[config.mk]
export PLATFORM = sky130hd
export DESIGN_NAME = core_exec_ctrl
export DESIGN_NICKNAME = d
export VERILOG_FILES = /design/src/rtl/core_exec_ctrl.sv
export SDC_FILE = /design/constraint.sdc
export NUM_CORES = 1
export LEC_CHECK = 0
export ABC_AREA = 1
export BUFFER_PORTS_ARGS = -buffer_cell sky130_fd_sc_hd__buf_2
export CAP_MARGIN = 20
export CORE_MARGIN = 3
export CORE_UTILIZATION = 52
export DETAILED_ROUTE_END_ITERATION = 12
export PLACE_DENSITY = 0.79
export SYNTH_ARGS = -nofsm -noshare
export SYNTH_HDL_FRONTEND = slang
export SYNTH_SLANG_ARGS = --single-unit
[constraint.sdc]
create_clock -name clk -period 2.5 [get_ports clk]
set_clock_uncertainty 0.15 [all_clocks]
set_input_delay 0.125 -clock clk [delete_from_list [all_inputs] [get_ports clk]]
set_output_delay 0.125 -clock clk [all_outputs]
set_load 0.01 [all_outputs]
[src/rtl/core_exec_ctrl.sv]
`default_nettype none
// ============================================================================
// Module      : core_exec_ctrl
// Description : Run-control sequencer for a single-cycle core. Gates
//               instruction commit through core_en and accepts commands from
//               a host/debug bridge over a valid/ready port: run, halt,
//               step N, breakpoint set/clear, core reset and status clear.
//               Watches the core PC for a single hardware breakpoint and
//               counts retired instructions.
// Ports       : clk, rst (async, active-low)
//               cmd_valid/cmd_ready/cmd_op/cmd_arg : command port
//               pc                                 : core program counter
//               core_en, core_rst_n                : core control
//               state, bp_hit, retired, done_pulse : status
// Revision    : 1.0 - initial release
// ============================================================================
module core_exec_ctrl #(
    parameter int PC_W   = 8,
    parameter int STEP_W = 16,
    parameter int CNT_W  = 32
) (
    input  logic              clk,
    input  logic              rst,
    input  logic              cmd_valid,
    output logic              cmd_ready,
    input  logic [2:0]        cmd_op,
    input  logic [STEP_W-1:0] cmd_arg,
    input  logic [PC_W-1:0]   pc,
    output logic              core_en,
    output logic              core_rst_n,
    output logic [1:0]        state,
    output logic              bp_hit,
    output logic [CNT_W-1:0]  retired,
    output logic              done_pulse
);

    localparam logic [1:0] S_IDLE = 2'b00;
    localparam logic [1:0] S_RUN  = 2'b01;
    localparam logic [1:0] S_STEP = 2'b10;
    localparam logic [1:0] S_CRST = 2'b11;

    localparam logic [2:0] OP_NOP        = 3'd0;
    localparam logic [2:0] OP_RUN        = 3'd1;
    localparam logic [2:0] OP_HALT       = 3'd2;
    localparam logic [2:0] OP_STEP       = 3'd3;
    localparam logic [2:0] OP_SET_BP     = 3'd4;
    localparam logic [2:0] OP_CLR_BP     = 3'd5;
    localparam logic [2:0] OP_RESET_CORE = 3'd6;
    localparam logic [2:0] OP_CLR_STAT   = 3'd7;

    logic [1:0]        r_state;
    logic [1:0]        w_state_nxt;
    logic [STEP_W-1:0] r_step_cnt;
    logic              r_crst_cnt;
    logic              r_bp_en;
    logic [PC_W-1:0]   r_bp_addr;
    logic              r_skip;
    logic              r_bp_hit;
    logic [CNT_W-1:0]  r_retired;
    logic              r_done_pulse;

    logic              w_accept;
    logic              w_busy;
    logic              w_brk;
    logic              w_step_load;
    logic              w_step_dec;
    logic              w_brk_stop;
    logic              w_enter_exec;
    logic              w_enter_crst;
    logic              w_to_idle;

    assign w_accept = cmd_valid & cmd_ready;
    assign w_busy   = (r_state == S_RUN) | (r_state == S_STEP);
    // skip masks the breakpoint for the first commit after (re)entry, so a
    // resume sitting on the breakpoint PC executes that instruction.
    assign w_brk    = r_bp_en & (pc == r_bp_addr) & ~r_skip;

    assign w_enter_exec = (r_state == S_IDLE) &
                          ((w_state_nxt == S_RUN) | (w_state_nxt == S_STEP));
    assign w_enter_crst = (r_state == S_IDLE) & (w_state_nxt == S_CRST);
    assign w_to_idle    = (r_state != S_IDLE) & (w_state_nxt == S_IDLE);

    // ------------------------------------------------------------------
    // State register
    // ------------------------------------------------------------------
    always_ff @(posedge clk or negedge rst) begin
        if (!rst) begin
            r_state <= S_IDLE;
        end else begin
            r_state <= w_state_nxt;
        end
    end

    // ------------------------------------------------------------------
    // Next-state logic
    // ------------------------------------------------------------------
    always_comb begin
        w_state_nxt = r_state;
        w_step_load = 1'b0;
        w_step_dec  = 1'b0;
        w_brk_stop  = 1'b0;
        case (r_state)
            S_IDLE: begin
                if (w_accept) begin
                    case (cmd_op)
                        OP_RUN: w_state_nxt = S_RUN;
                        OP_STEP: begin
                            if (cmd_arg != '0) begin
                                w_state_nxt = S_STEP;
                                w_step_load = 1'b1;
                            end
                        end
                        OP_RESET_CORE: w_state_nxt = S_CRST;
                        default: w_state_nxt = S_IDLE;
                    endcase
                end
            end
            S_RUN, S_STEP: begin
                // Outside the brk case core_en is 1 in these states, so a
                // halt or final step still commits in this cycle.
                if (w_brk) begin
                    w_state_nxt = S_IDLE;
                    w_brk_stop  = 1'b1;
                end else if (w_accept && (cmd_op == OP_HALT)) begin
                    w_state_nxt = S_IDLE;
                end else if (r_state == S_STEP) begin
                    if (r_step_cnt == STEP_W'(1)) begin
                        w_state_nxt = S_IDLE;
                    end else begin
                        w_step_dec = 1'b1;
                    end
                end
            end
            S_CRST: begin
                // Entry loads crst_cnt=1: one cycle at 1, one at 0.
                if (!r_crst_cnt) begin
                    w_state_nxt = S_IDLE;
                end
            end
            default: w_state_nxt = S_IDLE;
        endcase
    end

    // ------------------------------------------------------------------
    // Output logic
    // ------------------------------------------------------------------
    always_comb begin
        cmd_ready  = (r_state != S_CRST);
        core_en    = w_busy & ~w_brk;
        core_rst_n = rst & (r_state != S_CRST);
        state      = r_state;
    end

    assign bp_hit     = r_bp_hit;
    assign retired    = r_retired;
    assign done_pulse = r_done_pulse;

    // ------------------------------------------------------------------
    // Datapath registers
    // ------------------------------------------------------------------
    always_ff @(posedge clk or negedge rst) begin
        if (!rst) begin
            r_step_cnt   <= '0;
            r_crst_cnt   <= 1'b0;
            r_bp_en      <= 1'b0;
            r_bp_addr    <= '0;
            r_skip       <= 1'b0;
            r_bp_hit     <= 1'b0;
            r_retired    <= '0;
            r_done_pulse <= 1'b0;
        end else begin
            if (w_step_load) begin
                r_step_cnt <= cmd_arg;
            end else if (w_step_dec) begin
                r_step_cnt <= r_step_cnt - STEP_W'(1);
            end

            if (w_enter_crst) begin
                r_crst_cnt <= 1'b1;
            end else if (r_state == S_CRST) begin
                r_crst_cnt <= 1'b0;
            end

            if (w_enter_exec) begin
                r_skip <= 1'b1;
            end else if (core_en || (r_state == S_CRST)) begin
                r_skip <= 1'b0;
            end

            // bp_addr/bp_en update after this cycle's brk has been evaluated
            // against the old values.
            if (w_accept && (cmd_op == OP_SET_BP)) begin
                r_bp_addr <= cmd_arg[PC_W-1:0];
                r_bp_en   <= 1'b1;
            end else if (w_accept && (cmd_op == OP_CLR_BP)) begin
                r_bp_en <= 1'b0;
            end

            // A breakpoint stop is a sticky event and is never lost to a
            // concurrent status clear.
            if (w_brk_stop) begin
                r_bp_hit <= 1'b1;
            end else if (w_accept && (cmd_op == OP_CLR_STAT)) begin
                r_bp_hit <= 1'b0;
            end

            // Clear has priority over the increment; the counter is held at
            // zero from the RESET_CORE accept through the whole CRST phase.
            if ((w_accept && (cmd_op == OP_CLR_STAT)) || w_enter_crst ||
                (r_state == S_CRST)) begin
                r_retired <= '0;
            end else if (core_en) begin
                r_retired <= r_retired + CNT_W'(1);
            end

            r_done_pulse <= w_to_idle;
        end
    end

endmodule
`default_nettype wire
; Yosys cells after proc, flatten, opt, wreduce, memory -nomap -nowiden
; Cells that the tools add are included.
[classes]
reduce_logical = 18
n_shift = 0
n_bitwise = 12
multipliers = 0
div_mod_pow = 0
addsub = 2
muxes = 32
eq_ne = 16
order_cmp = 0
[op_table]
columns = cell, n
row1 = $mux W32, 2
row2 = $add A32 B1 Y32 const B, 1
row3 = $mux W16, 2
row4 = $mux W1, 19
row5 = $eq A16 B1 Y1 const B, 1
row6 = $reduce_bool A16 Y1, 1
row7 = $sub A16 B1 Y16 const B, 1
row8 = $mux W2, 7
row9 = $reduce_bool A2 Y1, 7
row10 = $eq A3 B3 Y1 const B, 4
row11 = $pmux W2 S3, 2
row12 = $and A1 B1 Y1, 8
row13 = $eq A2 B2 Y1 const B, 4
row14 = $eq A8 B8 Y1, 1
row15 = $eq A3 B2 Y1 const B, 2
row16 = $eq A2 B1 Y1 const B, 2
row17 = $logic_and A1 B1 Y1, 4
row18 = $logic_not A2 Y1, 2
row19 = $eq A3 B1 Y1 const B, 1
row20 = $logic_or A1 B1 Y1, 3
row21 = $ne A2 B2 Y1 const B, 1
row22 = $not A1 Y1, 2
row23 = $or A1 B1 Y1, 2
row24 = $reduce_or A2 Y1, 1
[word_totals]
mem_bits_ro = 0
memories = 0
register_bits = 63
out_inout_bits = 39
input_bits = 30
latch_bits = 0
mem_bits_rw = 0
word_cells = 89

; Depth between registers and ports, before layout
[depth]
word_depth = 11
ltp_mapped = 20

; Worst setup path before layout
; No wires, ideal clock.
[synth_timing]
path_kind = register to register
startpoint = register r_state[0] (netlist: state[0])
endpoint = register r_retired[7] (netlist: retired[7])
slack_ns = -0.153
path_buffers = 1
arrival_time_ns = 2.425
required_time_ns = 2.273
path_stages_with_launch = 19
cell_sequence = dfrtp_1 > ha_1 > inv_2 > nand2_4 > inv_2 > nand4_2 > nand2_1 > inv_1 > nand3_1 > nand2_1 > nand2_1 > o21ai_0 > ha_1 > nand2_1 > nand2_1 > nor2_4 > buf_1 > nand2_1 > a21oi_1
[synth_via]
elab_chain_cells = 11
[synth_lines]
columns = item, line
row1 = "start, declared", 51  ; logic [1:0] r_state;
row2 = "start signal, assigned", 90  ; r_state <= w_state_nxt;
row3 = $ne A2 B2 Y1 (*), 148  ; cmd_ready = (r_state != S_CRST);
row4 = named net cmd_ready, 25  ; output logic cmd_ready,
row5 = $and A1 B1 Y1 (*), 72  ; assign w_accept = cmd_valid & cmd_ready;
row6 = $logic_and A1 B1 Y1, 124  ; end else if (w_accept && (cmd_op == OP_HALT)) begin
row7 = $mux W2, 124
row8 = $mux W2, 121  ; if (w_brk) begin
row9 = $pmux W2 S3 (*), 102  ; case (r_state)
row10 = named net w_state_nxt[1], 52  ; logic [1:0] w_state_nxt;
row11 = $eq A2 B2 Y1 (*), 80  ; assign w_enter_crst = (r_state == S_IDLE) & (w_state_nxt == S_CRST);
row12 = $and A1 B1 Y1 (*), 80
row13 = $logic_or A1 B1 Y1 (*) (2 in series), 209  ; if ((w_accept && (cmd_op == OP_CLR_STAT)) || w_enter_crst ||
row14 = $mux W32 / $reduce_bool A2 Y1 (equally long branches), --
row15 = "end signal, assigned", 213  ; r_retired <= r_retired + CNT_W'(1);
row16 = "end, declared", 59  ; logic [CNT_W-1:0] r_retired;
; Mark *: on every way through the listed nets, which the timed path passes. The rest lies on a longest branch.
; A chain may end at the register's enable or synchronous reset.

; Worst setup path after layout
[layout_timing]
startpoint = register r_state[0] (netlist: state[0])
endpoint = register r_retired[28] (netlist: retired[28])
[layout_via]
elab_chain_cells = 11
[layout_lines]
columns = item, line
row1 = $ne A2 B2 Y1, 148
row2 = $and A1 B1 Y1, 72
row3 = $logic_and A1 B1 Y1, 124
row4 = $mux W2, 124
row5 = $mux W2, 121
row6 = $pmux W2 S3 (*), 102
row7 = named net w_state_nxt[1], 52
row8 = $eq A2 B2 Y1 (*), 80
row9 = $and A1 B1 Y1 (*), 80
row10 = $logic_or A1 B1 Y1 (*) (2 in series), 209
row11 = $mux W32 / $reduce_bool A2 Y1 (equally long branches), --
; Marked as above.

==> key figures <==
Outcome
  • Outcome: complete, but fails checks
  • Violations in the final reports: setup timing

Route
  • Detailed-routing iteration count for the pre-antenna-repair pass: 5
  • Antenna Violating Nets Remaining: 0
  • Remaining design rule violation count: 0
  • Wire per inst: 15.4 um
  • Total wire length: 14.3 mm
  • Via density: 5.36
  • Via Count: 4978
  • DR iter-0 viols: 289

Finish
  • Layout Utilization: 0.736
  • Layout Nets: 857
  • Cell area after layout: 0.00620 mm^2
  • Fraction of layout cells with a size suffix above 1: 0.306
  • Post-route insts no fill: 929
  • Synthesis-to-layout area growth: 34.4%
  • Diode count: 0

Floorplanning
  • Initial core utilization: 0.548
  • Die height: 100 um
  • Area of the core: 0.00842 mm^2
  • Die ar.: 0.0100 mm^2
  • Chip Width: 100 um
  • Number of I/O pins: 69
  • Row count: 33

Power and ir drop
  • Sequential group share of total power: 0.247
  • Combinational share of power: 0.589
  • Maximum VDD drop: 0.678 mV
  • Sw Ratio: 0.439
  • Part of the total power dissipated in the clock network: 0.163
  • Cell Pwr Density: 929 mW/mm^2
  • Standby leakage power: 3.17 nW
  • Reported net switching power: 2.53 mW
  • Power Internal: 3.23 mW

Worst setup path
  • Startpoint type of the worst setup path: register
  • FF-to-FF setup slack: -0.13 ns
  • Highest net fanout along the worst path: 5
  • Data required time at the worst endpoint: 2.59 ns
  • Kind of end point of the critical path: register
  • Critical path arrival: 2.72 ns
  • Worst setup path category: reg2reg

STA
  • Worst-Margin Slew: 0.738 ns
  • RSZ-0062 raised after global routing: true
  • Number of endpoints with negative hold slack in the final report: 0
  • Relative slew margins: 0.504
  • Minimum hold slack: 0.0108 ns
  • Final period utilization: 1.05
  • Final count of negative-setup-slack endpoints: 30
  • Final period demand of the worst path: 2.63 ns
  • Highest clock rate: 380 MHz
  • Final count of pins violating max slew: 0
  • Final worst-path setup slack: -0.130 ns

Global route
  • Via count of the first global-routing pass: 4567
  • Initial antenna violation count: 0
  • Largest net degree at the start of global routing: 27
  • Sum of overflow across all layers after global routing: 0
  • Wire length of the first global-routing pass: 21.6 mm
  • Global router's overall resource usage: 0.271

Clock tree
  • Clock latency at the later pin of the worst-skew pair: 0.35 ns
  • Total clock buffers created by CTS: 9
  • Clock Tree Buf Depth: 2
  • CTS tree: yes
  • Clock-pin slew on the worst setup and hold paths: 0.07 ns
  • Cell chosen for the clock root: sky130_fd_sc_hd__clkbuf_8
  • H-tree levels: 3
  • Clock Sinks: 63

Logic synthesis
  • Number of instances in the synthesized netlist: 680
  • Number of enable flip-flop cells after synthesis: 0
  • Net count of the mapped netlist: 718
  • Area leader, netlist: sky130_fd_sc_hd__dfrtp_1
  • Distinct cells, synth: 38
  • Most frequent cells after synthesis: 236 x sky130_fd_sc_hd__nand2_1, 82 x sky130_fd_sc_hd__inv_1, 82 x sky130_fd_sc_hd__nor2_1, 67 x sky130_fd_sc_hd__nand3_1, 63 x sky130_fd_sc_hd__dfrtp_1
  • Share of flip-flops with an asynchronous set or reset: 1.00
  • Post-synth top flop: sky130_fd_sc_hd__dfrtp_1
  • Mean cell area of the mapped netlist: 6.78 um^2
  • Post-Syn Area: 0.00461 mm^2
  • Share of the yosys chip area belonging to registers: 0.342
  • Area fraction of the dominant cell type after synthesis: 0.342
  • Most instantiated library cell after synthesis: sky130_fd_sc_hd__nand2_1
  • Flops & latches, synth: 63
  • YS warnings: 0
  • Cell types occupying the most area after synthesis: sky130_fd_sc_hd__dfrtp_1 34%, sky130_fd_sc_hd__nand2_1 19%, sky130_fd_sc_hd__nand3_1 7.3%, sky130_fd_sc_hd__inv_1 6.7%, sky130_fd_sc_hd__nor2_1 6.7%

Placed design
  • Routability Congestion: 0.967
  • # placed instances: 873
  • Total of buffers placed on input and output ports: 68
  • Hpwl dp: 9.50 mm
  • Placed inst area: 0.00526 mm^2

Job
  • Max-Cap Viols: 0

Hold path
  • Worst hold path type: in2reg
-- cells by family (layout without fill, tap and decap cells) --
family                   count (synthesis)  in the layout  share of synthesized area
AO/OA/AOI/OAI                           66             66                     0.0995
XOR/XNOR                                21             21                     0.0399
adder cells (fa/ha/maj)                  8              8                     0.0217
buffers and inverters                  101            245                      0.101
flip-flops                              63             63                      0.342
AND/OR/NAND/NOR                        421            421                      0.397
-- registers in the layout (all words and copies together) (netlist names) --
register    flops
bp_hit          1
state           2
r_skip          1
r_crst_cnt      1
retired        32
r_step_cnt     16
done_pulse      1
r_bp_addr       8
r_bp_en         1
-- worst max-delay path, cell delays in order (launching register included) --
cell                        delay, ns
sky130_fd_sc_hd__dfrtp_2         0.45
sky130_fd_sc_hd__ha_4            0.18
sky130_fd_sc_hd__inv_4           0.05
sky130_fd_sc_hd__nand2_4         0.06
sky130_fd_sc_hd__inv_4           0.07
sky130_fd_sc_hd__buf_6           0.10
sky130_fd_sc_hd__a21oi_2         0.05
sky130_fd_sc_hd__nand2_1         0.10
sky130_fd_sc_hd__nand2_2         0.08
sky130_fd_sc_hd__o21ai_2         0.21
sky130_fd_sc_hd__ha_2            0.21
sky130_fd_sc_hd__nand2_2         0.06
sky130_fd_sc_hd__nand2_2         0.09
sky130_fd_sc_hd__nor2_4          0.05
sky130_fd_sc_hd__buf_6           0.14
sky130_fd_sc_hd__nand2_8         0.09
sky130_fd_sc_hd__clkinv_8        0.09
sky130_fd_sc_hd__clkbuf_16       0.17
sky130_fd_sc_hd__nand2_4         0.06
sky130_fd_sc_hd__o21ai_2         0.05
-- power by group through the flow --
| stage | Sequential (mW) | Clock, mW | Combinational (mW) |
|---|---|---|---|
| floorplan | 1.42 | 0 | 1.72 |
| global placement | 1.41 | 0 | 2.39 |
| detailed placement | 1.41 | 0 | 2.45 |
| CTS | 1.40 | 0.949 | 2.67 |
| global route | 1.45 | 0.987 | 3.69 |
| finish | 1.42 | 0.942 | 3.39 |
-- per-stage QoR --
stage                     power, mW  setup TNS, ns  setup slack [ns]
after floorplan                3.13              0           0.00642
after global placement         3.80              0            0.0148
after detailed placement       3.86          -3.89            -0.154
after CTS                      5.02       -0.00397          -0.00284
after global routing           6.12          -5.58            -0.221
final                          5.76          -2.79            -0.130
-- worst paths after layout --
| check | from | end | cells past startpoint |
|---|---|---|---|
| setup / recovery | state[0] | retired[28] | 19 |
| hold / removal | cmd_arg[8] | r_step_cnt[8] | 5 |
| setup reg to reg | state[0] | retired[28] | 19 |
| hold reg to reg | r_bp_addr[5] | r_bp_addr[5] | 2 |
| max in group asynchronous | rst | r_skip | 3 |
| min in group asynchronous | rst | retired[18] | 2 |
-- layout make-up --
type                            instances  area (um^2)
Timing Repair Buffer                  141         1090
Fill cell                             650         2220
Clock buffer                           11          151
Multi-Input combinational cell        516         2840
Clock inverter                          5         56.3
Timing Repair inverter                  1         8.76
Sequential cell                        63         1580
Tap cell                              105          131
Inverter                               87          344
-- layout by cell type, fill, tap and decap left out, types with 15 or more instances in the layout --
cell / Yosys / layout
sky130_fd_sc_hd__nand2_1: 236 / 208
sky130_fd_sc_hd__inv_1: 82 / 79
sky130_fd_sc_hd__nor2_1: 82 / 78
sky130_fd_sc_hd__buf_2: 3 / 68
sky130_fd_sc_hd__dfrtp_1: 63 / 62
sky130_fd_sc_hd__nand3_1: 67 / 54
sky130_fd_sc_hd__buf_4: 1 / 41
sky130_fd_sc_hd__o21ai_2: 30 / 34
sky130_fd_sc_hd__nand2_2: 0 / 18
sky130_fd_sc_hd__xor2_1: 17 / 17
sky130_fd_sc_hd__dlygate4sd3_1: 0 / 15
-- metal layers --
metal  part of all wire  global-route usage  vias to the layer above
met4              0.015              0.0746                        0
met5                  0                   0                        -
met2               0.47               0.448                      218
li1                   -                   -                     2414
met3              0.079              0.0375                       24
met1               0.44               0.372                     2322
-- repair_timing --
action / CTS / global route
buffers inserted: 13 / 6
hold buffers: 15 / 0
pin swaps: 10 / 16
gates resized for setup: 24 / 67
endpoints found under the hold margin: 31 / 0
gates cloned: 2 / 7
endpoints found under the setup margin: 32 / 34
(Power assumes the default switching activity.)
